$ cat src/rtl/load_store_unit.sv
// load_store_unit: big-endian byte/half/word LSU, registered memory side, read-modify-write sub-word stores.
// Optional LSU_STATS_EN adds saturating load/store/fault response counters.
module load_store_unit #(
    parameter int MEM_BYTES = 1024
) (
    input  logic        clk_i,
    input  logic        rstN_i,
    input  logic        reqValid_i,
    output logic        reqReady_o,
    input  logic        reqStore_i,
    input  logic [2:0]  reqFunct3_i,
    input  logic [31:0] reqAddress_i,
    input  logic [31:0] reqData_i,
    output logic        respValid_o,
    input  logic        respReady_i,
    output logic [31:0] respData_o,
    output logic        respFault_o,
`ifdef LSU_STATS_EN
    output logic [15:0] statLoads_o,
    output logic [15:0] statStores_o,
    output logic [15:0] statFaults_o,
`endif
    output logic        memReadEnable_o,
    output logic        memWriteEnable_o,
    output logic [31:0] memAddress_o,
    output logic [31:0] memDataWrite_o,
    input  logic [31:0] memDataRead_i
);
    typedef enum logic [1:0] {IDLE, READ, WRITE, RESP} state_t;

    state_t      state_q, state_d;
    logic        store_q, store_d, req_ready_q, req_ready_d;
    logic [2:0]  funct3_q, funct3_d;
    logic [1:0]  off_q, off_d;
    logic [15:0] data_q, data_d;
    logic        mem_re_q, mem_re_d, mem_we_q, mem_we_d;
    logic [31:0] mem_addr_q, mem_addr_d, mem_wdata_q, mem_wdata_d;
    logic        resp_valid_q, resp_valid_d, resp_fault_q, resp_fault_d;
    logic [31:0] resp_data_q, resp_data_d;

    logic [31:0] base, load_val, merged;
    logic        bad_f3, misalign, fault, word_store;
    logic [4:0]  bsh, hsh;
    logic [7:0]  byte_v;
    logic [15:0] half_v;

    assign base       = {reqAddress_i[31:2], 2'b00};
    assign bad_f3     = reqStore_i ? (reqFunct3_i[1:0] == 2'b11)
                                   : !(reqFunct3_i inside {3'b000, 3'b001, 3'b010, 3'b100, 3'b101});
    assign misalign   = (reqFunct3_i[1:0] == 2'b01 && reqAddress_i[0])
                     || (reqFunct3_i[1:0] == 2'b10 && reqAddress_i[1:0] != 2'b00);
    assign fault      = bad_f3 || misalign || (base >= 32'(MEM_BYTES));
    assign word_store = reqStore_i && reqFunct3_i[1:0] == 2'b10;

    // Big-endian lanes: byte offset 0 is the most significant byte.
    assign bsh      = {~off_q, 3'b000};
    assign hsh      = off_q[1] ? 5'd0 : 5'd16;
    assign byte_v   = 8'(memDataRead_i >> bsh);
    assign half_v   = off_q[1] ? memDataRead_i[15:0] : memDataRead_i[31:16];
    assign load_val = funct3_q[1:0] == 2'b10 ? memDataRead_i
                    : funct3_q[1:0] == 2'b01 ? {{16{~funct3_q[2] & half_v[15]}}, half_v}
                    : {{24{~funct3_q[2] & byte_v[7]}}, byte_v};
    assign merged   = funct3_q[1:0] == 2'b01
                    ? (memDataRead_i & ~(32'hFFFF << hsh)) | ({16'h0, data_q} << hsh)
                    : (memDataRead_i & ~(32'hFF << bsh)) | ({24'h0, data_q[7:0]} << bsh);

    always_comb begin
        state_d      = state_q;
        store_d      = store_q;
        funct3_d     = funct3_q;
        off_d        = off_q;
        data_d       = data_q;
        req_ready_d  = 1'b0;
        mem_re_d     = 1'b0;
        mem_we_d     = 1'b0;
        mem_addr_d   = 32'h0;
        mem_wdata_d  = 32'h0;
        resp_valid_d = 1'b0;
        resp_fault_d = 1'b0;
        resp_data_d  = 32'h0;
        case (state_q)
            IDLE: begin
                req_ready_d = 1'b1;
                if (reqValid_i && req_ready_q) begin
                    store_d     = reqStore_i;
                    funct3_d    = reqFunct3_i;
                    off_d       = reqAddress_i[1:0];
                    data_d      = reqData_i[15:0];
                    req_ready_d = 1'b0;
                    if (fault) begin
                        state_d      = RESP;
                        resp_valid_d = 1'b1;
                        resp_fault_d = 1'b1;
                    end else if (word_store) begin
                        state_d     = WRITE;
                        mem_we_d    = 1'b1;
                        mem_addr_d  = base;
                        mem_wdata_d = reqData_i;
                    end else begin
                        state_d    = READ;
                        mem_re_d   = 1'b1;
                        mem_addr_d = base;
                    end
                end
            end
            READ: begin
                if (store_q) begin
                    state_d     = WRITE;
                    mem_we_d    = 1'b1;
                    mem_addr_d  = mem_addr_q;
                    mem_wdata_d = merged;
                end else begin
                    state_d      = RESP;
                    resp_valid_d = 1'b1;
                    resp_data_d  = load_val;
                end
            end
            WRITE: begin
                state_d      = RESP;
                resp_valid_d = 1'b1;
            end
            RESP: begin
                if (respReady_i) begin
                    state_d     = IDLE;
                    req_ready_d = 1'b1;
                end else begin
                    resp_valid_d = 1'b1;
                    resp_fault_d = resp_fault_q;
                    resp_data_d  = resp_data_q;
                end
            end
            default: state_d = IDLE;
        endcase
    end

    always_ff @(posedge clk_i or negedge rstN_i) begin
        if (!rstN_i) begin
            state_q      <= IDLE;
            store_q      <= 1'b0;
            funct3_q     <= 3'b0;
            off_q        <= 2'b0;
            data_q       <= 16'h0;
            req_ready_q  <= 1'b1;
            mem_re_q     <= 1'b0;
            mem_we_q     <= 1'b0;
            mem_addr_q   <= 32'h0;
            mem_wdata_q  <= 32'h0;
            resp_valid_q <= 1'b0;
            resp_fault_q <= 1'b0;
            resp_data_q  <= 32'h0;
        end else begin
            state_q      <= state_d;
            store_q      <= store_d;
            funct3_q     <= funct3_d;
            off_q        <= off_d;
            data_q       <= data_d;
            req_ready_q  <= req_ready_d;
            mem_re_q     <= mem_re_d;
            mem_we_q     <= mem_we_d;
            mem_addr_q   <= mem_addr_d;
            mem_wdata_q  <= mem_wdata_d;
            resp_valid_q <= resp_valid_d;
            resp_fault_q <= resp_fault_d;
            resp_data_q  <= resp_data_d;
        end
    end

    assign reqReady_o       = req_ready_q;
    assign respValid_o      = resp_valid_q;
    assign respFault_o      = resp_fault_q;
    assign respData_o       = resp_data_q;
    assign memReadEnable_o  = mem_re_q;
    assign memWriteEnable_o = mem_we_q;
    assign memAddress_o     = mem_addr_q;
    assign memDataWrite_o   = mem_wdata_q;

`ifdef LSU_STATS_EN
    logic [15:0] loads_q, loads_d, stores_q, stores_d, faults_q, faults_d;
    logic        hs;

    function automatic logic [15:0] sat_inc(input logic [15:0] v);
        return (v == 16'hFFFF) ? v : v + 16'd1;
    endfunction

    assign hs = state_q == RESP && respReady_i;

    always_comb begin
        loads_d  = loads_q;
        stores_d = stores_q;
        faults_d = faults_q;
        if (hs && resp_fault_q) faults_d = sat_inc(faults_q);
        else if (hs && store_q) stores_d = sat_inc(stores_q);
        else if (hs) loads_d = sat_inc(loads_q);
    end

    always_ff @(posedge clk_i or negedge rstN_i) begin
        if (!rstN_i) begin
            loads_q  <= 16'h0;
            stores_q <= 16'h0;
            faults_q <= 16'h0;
        end else begin
            loads_q  <= loads_d;
            stores_q <= stores_d;
            faults_q <= faults_d;
        end
    end

    assign statLoads_o  = loads_q;
    assign statStores_o = stores_q;
    assign statFaults_o = faults_q;
`endif
endmodule
$ cat config.mk
export PLATFORM = sky130hd
export DESIGN_NAME = load_store_unit
export DESIGN_NICKNAME = d
export VERILOG_FILES = /design/src/rtl/load_store_unit.sv
export SDC_FILE = /design/constraint.sdc
export NUM_CORES = 1
export LEC_CHECK = 0
export CAP_MARGIN = 20
export CORE_ASPECT_RATIO = 0.5
export CORE_MARGIN = 5
export CORE_UTILIZATION = 50
export CTS_BUF_LIST = sky130_fd_sc_hd__clkbuf_8
export DETAILED_ROUTE_END_ITERATION = 16
export GPL_ROUTABILITY_DRIVEN = 0
export PLACE_DENSITY = 0.93
export SYNTH_ARGS = -nofsm -noshare
export SYNTH_HDL_FRONTEND = slang
export SYNTH_SLANG_ARGS = --single-unit
$ cat constraint.sdc
create_clock -name clk_i -period 3.8 [get_ports clk_i]
set_input_delay 1.14 -clock clk_i [delete_from_list [all_inputs] [get_ports clk_i]]
set_output_delay 1.14 -clock clk_i [all_outputs]
set_load 0.005 [all_outputs]
==> results of run 1 <==
==> per-layer routing <==
metal	share of wire [%]	up-vias	wire, µm
met3	10	97	1980
met2	45	404	8600
met4	4.8	0	911
met5	0	-	0
met1	40	2599	7670
li1	-	2382	-
==> registers in the layout, indices dropped and copies added (netlist names), 2 cells and up <==
register and cells:
state_q 2, respData_o 32, off_q 2, funct3_q 3, memDataWrite_o 32, data_q 16
memAddress_o 30
==> power by group through the flow <==
stage | registers, mW | logic [mW] | clock network, mW
after detailed placement | 1.87 | 1.93 | 0
after global placement | 1.86 | 1.88 | 0
after CTS | 1.85 | 1.97 | 1.18
final | 1.88 | 2.02 | 1.17
after floorplan | 1.76 | 1.19 | 0
after global routing | 1.90 | 2.16 | 1.25
==> area by class of cell <==
| class | instances | area (µm²) |
|---|---|---|
| clock buffer | 19 | 262 |
| sequential | 123 | 3080 |
| inverter | 22 | 82.6 |
| tap | 145 | 181 |
| timing repair buffer | 213 | 2110 |
| clock inverter | 13 | 141 |
| multi-input combinational | 367 | 2250 |
| fill | 713 | 2870 |
==> final timing paths <==
kind	startpoint	cells past startpoint	slack, ns	to
worst min-delay path	memAddress_o[2]	2	0.48	memAddress_o[2]
max in group asynchronous	rstN_i	2	2.25	respData_o[11]
worst max-delay path	memDataRead_i[7]	5	0.87	respData_o[16]
worst max register to register	state_q[1]	6	1.11	respData_o[9]
min in group asynchronous	rstN_i	1	0.74	memAddress_o[2]
worst min register to register	memAddress_o[2]	2	0.48	memAddress_o[2]
==> cells in the final DEF (no fill, tap or decap), drive strengths merged, types with 17 or more instances in the layout <==
cell / count
o21ai: 30
clkdlybuf4s50: 201
a22oi: 17
clkbuf: 19
and3: 23
dfrtp: 122
nor2: 22
mux2i: 23
nand2: 85
a21oi: 20
o22ai: 49
inv: 23
==> logic make-up (layout without fill, tap and decap cells) <==
group / Yosys count / in the layout / share of synthesized area (%)
DFF: 123 / 123 / 54.9
other: 1 / 2 / 0.0669
adders and majority gates: 4 / 4 / 0.893
buffers and inverters: 65 / 267 / 5.00
muxes: 24 / 24 / 4.51
and+or+nand+nor: 186 / 186 / 16.7
AOI/OAI and AO/OA: 151 / 151 / 17.9
==> critical path, delay by kind of cell <==
family | cells | cell delay (ns)
AO/OA/AOI/OAI | 2 | 0.86
AND/OR/NAND/NOR | 1 | 0.17
multiplexers | 1 | 0.55
buffers and inverters | 1 | 0.48
==> impl_metrics.yaml, run 1 <==
clock_tree:
  hold_buffers: 0
  cts_tree: "built"
  post_cts_buffers: 0
  h-tree-depth: 4
  clkLatencyLatePin_ns: 0.44
  clkTransAtPathRegs_ns: 0.08
  cts_sinks: 123
  clockBufferDepth: 2
  cts_buffers: 17
  root_buffer: "clkbuf_8"
  cts_resized: 0
power:
  vdd_drop_max_mv: 0.345
  p_total_mw: 5.07
  combPwrFrac_pct: 39.9
  intPower_mw: 3.06
  switchingPower_mw: 2.00
  p_leak_nw: 3.68
  power_density_nw_per_um2: 624
  switching_share_pct: 39.6
  seq_power_share_pct: 37.0
  share_clk_of_total_power_pct: 23.1
placement:
  dp_cells: 870
  dp_slack_ns: 0.478
  portBuffers: 202
  dpl.hpwl_um: 13800
  post_dp_cell_area_um2: 7710
detailed_routing:
  drcViolationCount: 0
  detail_route.iter0.violations: 614
  wl_um: 19200
  avgViaCountPerCell: 6.08
  vias: 5482
  wl_per_cell_um: 21.2
  ant_nets: 0
  drt-pass1-iter-count: 7
sta:
  hold_viol_final: 0
  slew_headroom_pct: 40.3
  fin_crit_sh_pct: 77.0
  setup_viol: 0
  finalHoldWorstSlack_ns: 0.480
  fin_skew_ns: 0.0151
  finalSetupTns_ns: 0
  rsz0062_at_grt: "false"
  slew_viol_final: 0
  worstMarginPinSlew_ns: 0.895
  final.setup.worst_slack_ns: 0.875
  fmax_mhz: 342
  min_period_ns: 2.93
outcome:
  outcome: "completed"
synthesis:
  synth_area_um2: 5610
  avgSynthCellArea_um2: 10.1
  synthTopCellsByArea: "dfrtp_1, nand2_1, o22ai_1, mux2i_1, and3_1"
  async_reset_ff_share_pct: 100
  ys_warn_count: 0
  synth_common_cells: "dfrtp_1, nand2_1, o22ai_1"
  synth_edf_count: 0
  synth_top_area_share_pct: 54.5
  synthDistinctLibCells: 50
  synth_top_cell_by_area: "dfrtp_1"
  syn_inst: 554
  ys_ff_latch: 123
  yosysMostFrequentCell: "dfrtp_1"
  synth-seq-area-share_pct: 54.9
  synth_ff_type: "dfrtp_1"
setup_path:
  cpPeakStageDelay_ns: 0.67
  critPathKind: "in -> reg"
  worstPathArrival_ns: 3.20
  slowest_stage: "a32oi_2"
  crit_path_max_fanout: 16
  worstPathRequired_ns: 4.08
  start_kind: "primary input"
  timing.critical_path.cells: "clkdlybuf4s50_1 -> mux4_2 -> nand2b_4 -> a32oi_2 -> o21ai_0"
  endpoint_kind: "flop"
grt:
  grt_pass1_vias: 5526
  gr-usage-met1_pct: 38.3
  antenna_found_initial: 0
  grt_overflow: 0
  grt.total_usage_pct: 28.7
  grt.met3_usage_pct: 8.54
  grt_pass1_wl_um: 30800
  grt_max_degree: 56
  top_usage_layer: "met2"
  grtUsageMet2_pct: 43.8
layout:
  n_antenna_cell: 0
  area_growth_pct: 44.7
  fin_cells: 902
  drive_above_1_share_pct: 7.00
  fin_area_um2: 8110
  layout.nets: 852
  utilization_pct: 73.9
die:
  die_y_um: 84.9
  die_x_um: 160
  core_um2: 11000
  die_area_um2: 13600
  rows: 27
  io_pins: 205
  initial_core_util_pct: 51.1
job:
  maxCapViolCount: 0
hold_path:
  min_path_type: "reg -> reg"
Power figures use the tool's default switching activity.
==> inputs of run 2 (changes only) <==
--- a/config.mk
+++ b/config.mk
@@ -8,11 +8,11 @@
 export CAP_MARGIN = 20
 export CORE_ASPECT_RATIO = 0.5
 export CORE_MARGIN = 5
-export CORE_UTILIZATION = 50
+export CORE_UTILIZATION = 42
 export CTS_BUF_LIST = sky130_fd_sc_hd__clkbuf_8
 export DETAILED_ROUTE_END_ITERATION = 16
 export GPL_ROUTABILITY_DRIVEN = 0
-export PLACE_DENSITY = 0.93
+export PLACE_DENSITY = 0.84
 export SYNTH_ARGS = -nofsm -noshare
 export SYNTH_HDL_FRONTEND = slang
 export SYNTH_SLANG_ARGS = --single-unit
==> constraint.sdc (replaced) <==
create_clock -name clk_i -period 2.6 [get_ports clk_i]
set_input_delay 0.78 -clock clk_i [delete_from_list [all_inputs] [get_ports clk_i]]
set_output_delay 0.78 -clock clk_i [all_outputs]
set_load 0.005 [all_outputs]
==> run 2 against run 1 <==
Power up 47%. Register-to-register slack worse by 0.81 ns. Cell count up 4.7%. Via count down 2.3%. Core utilization down 9.3 points. Critical path type is now reg -> reg.
==> impl_metrics.yaml, run 2 (synthesis results as in run 1) <==
setup_path:
  worstPathRequired_ns: 2.90
  start_kind: "flop"
  setup.worst_path.start: "funct3_q[0]"
  timing.critical_path.cells: "nor2b_1 -> buf_4 -> o21ai_0 -> o22ai_1 -> o22ai_1"
  reg2reg_slack_ns: 0.30
  r2r-start: "funct3_q[0]"
  worstPathArrival_ns: 2.60
  slowest_stage: "dfrtp_1"
  reg2reg_to: "memDataWrite_o[15]"
  endpoint_kind: "flop"
  ff2ff_path_depth: 5
  critPathKind: "reg -> reg"
  endpoint: "memDataWrite_o[15]"
  cpPeakStageDelay_ns: 0.70
  crit_path_max_fanout: 15
  crit_top_cell: "o22ai_1"
die:
  rows: 29
  die_y_um: 91.7
  io_pins: 205
  initial_core_util_pct: 43.5
  core_um2: 12900
  die_x_um: 173
  die_area_um2: 15900
grt:
  grt_pass1_wl_um: 30400
  grt_pass1_vias: 5610
  grt_max_degree: 50
  grt_overflow: 0
  antenna_found_initial: 0
  grt.total_usage_pct: 24.1
layout:
  layout_commonest_cell: "clkdlybuf4s50_1"
  n_antenna_cell: 0
  mostFrequentLayoutCells: "clkdlybuf4s50_1, dfrtp_1, nand2_1"
  layout.nets: 871
  fin_cells: 944
  drive_above_1_share_pct: 8.91
  utilization_pct: 64.6
  area_growth_pct: 48.4
placement:
  dp_cells: 914
  dpl.hpwl_um: 14400
  portBuffers: 202
clock_tree:
  cts_tree: "built"
  clkTransAtPathRegs_ns: 0.07
  hold_buffers: 0
  root_buffer: "clkbuf_8"
  clockBufferDepth: 2
  post_cts_buffers: 0
  cts_resized: 0
  cts_buffers: 17
  h-tree-depth: 4
  clkLatencyLatePin_ns: 0.43
  cts_sinks: 123
sta:
  slew_viol_final: 0
  worstMarginPinSlew_ns: 0.657
  rsz0062_at_grt: "false"
  finalSetupTns_ns: 0
  fin_skew_ns: 0.0125
  slew_headroom_pct: 56.2
  min_period_ns: 2.30
  fmax_mhz: 436
  fin_crit_sh_pct: 88.3
  setup_viol: 0
  hold_viol_final: 0
job:
  maxCapViolCount: 0
power:
  switchingPower_mw: 2.86
  intPower_mw: 4.58
  power_density_nw_per_um2: 895
  share_clk_of_total_power_pct: 21.4
  vdd_drop_max_mv: 0.516
  combPwrFrac_pct: 42.9
  p_leak_nw: 3.79
  seq_power_share_pct: 35.7
  switching_share_pct: 38.5
detailed_routing:
  wl_um: 19200
  detail_route.iter0.violations: 643
  drt-pass1-iter-count: 7
  wl_per_cell_um: 20.4
  ant_nets: 0
  vias: 5357
  avgViaCountPerCell: 5.67
  drcViolationCount: 0
hold_path:
  min_path_type: "in -> async"
outcome:
  outcome: "completed"
run 2: how the worst min path moves through the flow:
stage | startpoint | endpoint | slack [ns] | cells past startpoint
after floorplan | data_q[10] | data_q[10] | 0.45 | 2
after global placement | memAddress_o[8] | memAddress_o[8] | 0.46 | 2
after detailed placement | data_q[14] | data_q[14] | 0.46 | 2
after CTS | rstN_i | memAddress_o[5] | 0.34 | 1
after global routing | rstN_i | memAddress_o[3] | 0.37 | 1
final | rstN_i | memAddress_o[3] | 0.33 | 1
run 2: through the flow:
step                setup slack (ns)  power, mW  hold slack, ns  cell area, µm²
floorplan                      0.527       4.31           0.446            5610
CTS                            0.313       7.39           0.338            8320
global route                   0.164       7.81           0.367            8320
finish                         0.304       7.45           0.331            8320
global placement              0.0770       5.67           0.460            7950
detailed placement           -0.0161       5.76           0.464            7950
run 2: per-layer routing:
metal / vias up / wire (µm) / global-route usage, %
li1: 2417 / - / -
met1: 2573 / 8070 / 31.9
met2: 332 / 8900 / 39.7
met3: 35 / 1870 / 6.08
met4: 0 / 371 / 7.30
met5: - / 0 / 0
run 2: worst max-delay path, delay by kind of cell (launching register included):
kind                   cells  cell delay [ns]
AND/OR/NAND/NOR            1             0.58
AO/OA/AOI/OAI              3             0.63
buffers and inverters      1             0.25
flip-flops                 1             0.70
run 2: layout make-up:
class | instances | area (µm²)
clock buffers | 22 | 303
fillers | 985 | 4560
flip-flops and latches | 123 | 3080
repair buffers | 232 | 2320
clock inverters | 8 | 68.8
well taps | 170 | 213
inverters | 22 | 82.6
multi-input cells | 367 | 2250
run 2: power by group through the flow:
| stage | registers (mW) | clock network, mW | logic [mW] |
|---|---|---|---|
| 3_3_place_gp | 2.65 | 0 | 3.01 |
| 2_1_floorplan | 2.57 | 0 | 1.74 |
| 3_5_place_dp | 2.67 | 0 | 3.09 |
| 6_report | 2.66 | 1.60 | 3.19 |
| 4_1_cts | 2.64 | 1.62 | 3.13 |
| 5_1_grt | 2.70 | 1.72 | 3.39 |
==> RTL change (flow settings as in run 2) <==
The 4 states of `state_t` get a one-hot encoding in 4 bits.
--- a/src/rtl/load_store_unit.sv
+++ b/src/rtl/load_store_unit.sv
@@ -27,5 +27,5 @@
     input  logic [31:0] memDataRead_i
 );
-    typedef enum logic [1:0] {IDLE, READ, WRITE, RESP} state_t;
+    typedef enum logic [3:0] {IDLE = 4'b0001, READ = 4'b0010, WRITE = 4'b0100, RESP = 4'b1000} state_t;
 
     state_t      state_q, state_d;
Check against the original RTL: same outputs for any inputs over 4 cycles, from zero or initial values and one cycle with rstN_i low; so few cycles prove little.
==> RTL change against run 2 <==
Area after synthesis increased by 3.7%; worst setup slack got worse by 120 ps; wire length about the same; combinational power decreased by 25%; highest routed layer unchanged; design area increased by 3.2%; sequential cell count increased by 2; critical path depth unchanged; utilization decreased by 1.2 points; total power decreased by 9.3%; critical path type is now in2reg.
==> RTL change: results (changes against run 2) <==
- Crit-path max FO: 16 (+1)
- First-pass DRT Iterations: 5 (-2)
- Post-DP HPWL: 14280 um (-1.1%)
- Clock Latency Late Sink: 450 ps (+20 ps)
- Clock skew: 12.54 ps (+0.005800 ps)
- Maximum vdd drop: 0.4402 mV (-15%)
- Post-synth top cells: dfrtp_1 (123), mux2i_1 (41), o21ai_0 (39)
- Ys async rst share: 100.0% (unchanged)
- R2R cell count: 4 (-1)
- Initial DRC count: 505 (-21%)
- DP Area: 0.008157 mm2 (+2.6%)
- DR vias/cell: 5.637 (-0.67%)
- Largest net degree at the start of global routing: 126 (+150%)
- Final Net Count: 814 (-6.5%)
- Slew HR: 30.07% (-26 points)
- Worst reg-to-reg setup slack: 400 ps (+100 ps)
- Post-DR wirelength/cell: 21.03 um (+3.3%)
- Worst EP arrival: 2790 ps (+190 ps)
- Total leakage power: 3.775 nW (-0.49%)
- Synth cell types: 54 (+8.0%)
- Crit Reg-Reg Startpoint: state_q[1]
- H-tree Lvls: 4 (unchanged)
- Pre-CTS worst setup slack: -255.5 ps (-239.3 ps)
- Layout cells sized above 1: 14.96% (+6.0 points)
- First-pass GRT wire length: 29580 um (-2.7%)
- Status: finished clean
- GRT Util Overall: 23.30% (-0.81 points)
- Vias in the first global route: 5301 (-5.5%)
- Tightest Hold Check Type: in2async
- Top cells by area, synth: dfrtp_1 (53%), mux2i_1 (7.1%), a221o_1 (4.0%)
- Register area share after synthesis: 53.85% (-1.1 points)
- Reg2reg end: respData_o[25]
==> RTL change: worst max path at each step <==
stage | start | endpoint | slack, ps | cells past startpoint
after floorplan | reqAddress_i[12] | memDataWrite_o[25] | 460 | 6
after global placement | memDataRead_i[31] | respData_o[31] | -160 | 5
after detailed placement | memDataRead_i[31] | respData_o[25] | -260 | 5
after CTS | memDataRead_i[31] | respData_o[25] | 230 | 5
after global routing | memDataRead_i[31] | respData_o[25] | 80 | 5
final | memDataRead_i[31] | respData_o[25] | 180 | 5
==> RTL change: cell families (layout without fill, tap and decap cells) <==
kind of cell           after synthesis  count (layout)  synth area share [%]
muxes                               63              63                 12.35
DFF                                125             125                 53.85
buffers and inverters               43             269                 3.896
other                                1               2               0.06451
AOI/OAI and AO/OA                  147             147                 18.70
and+or+nand+nor                    116             116                 11.13
==> RTL change: power by group <==
part	switching (mW)	internal (mW)	leakage [nW]
clock network	0.816	1.04	0.212
registers	0.355	2.16	1.69
logic	1.23	1.15	1.87
total	2.40	4.35	3.77
==> RTL change: cell type report <==
type / count / area (um2)
Clock buffer: 17 / 234.0
Clock inverter: 14 / 193.9
Inverter: 5 / 18.77
Multi-Input combinational cell: 328 / 2465
Sequential cell: 125 / 3131
Tap cell: 192 / 240.2
Timing Repair Buffer: 233 / 2302
Fill cell: 996 / 4966
==> RTL change: layer usage <==
metal	wire length [um]	vias to the layer above	track usage, %
li1	-	2278	-
met1	7849	2539	30.77
met2	8990	288	37.11
met3	1792	47	6.139
met4	584	0	8.945
met5	0	-	0
==> RTL change: per-stage QoR <==
| step | hold WS (ps) | std cells |
|---|---|---|
| after global routing | 490.5 | 914 |
| after global placement | 463.7 | 883 |
| final | 358.4 | 914 |
| after CTS | 462.5 | 914 |
| after detailed placement | 470.2 | 883 |
| after floorplan | 473.3 | 496 |
==> RTL change: critical path: stages <==
cell and delay (ps):
clkdlybuf4s50_1 560, mux4_2 280, nand3_1 90, a211oi_2 850
a221o_1 230
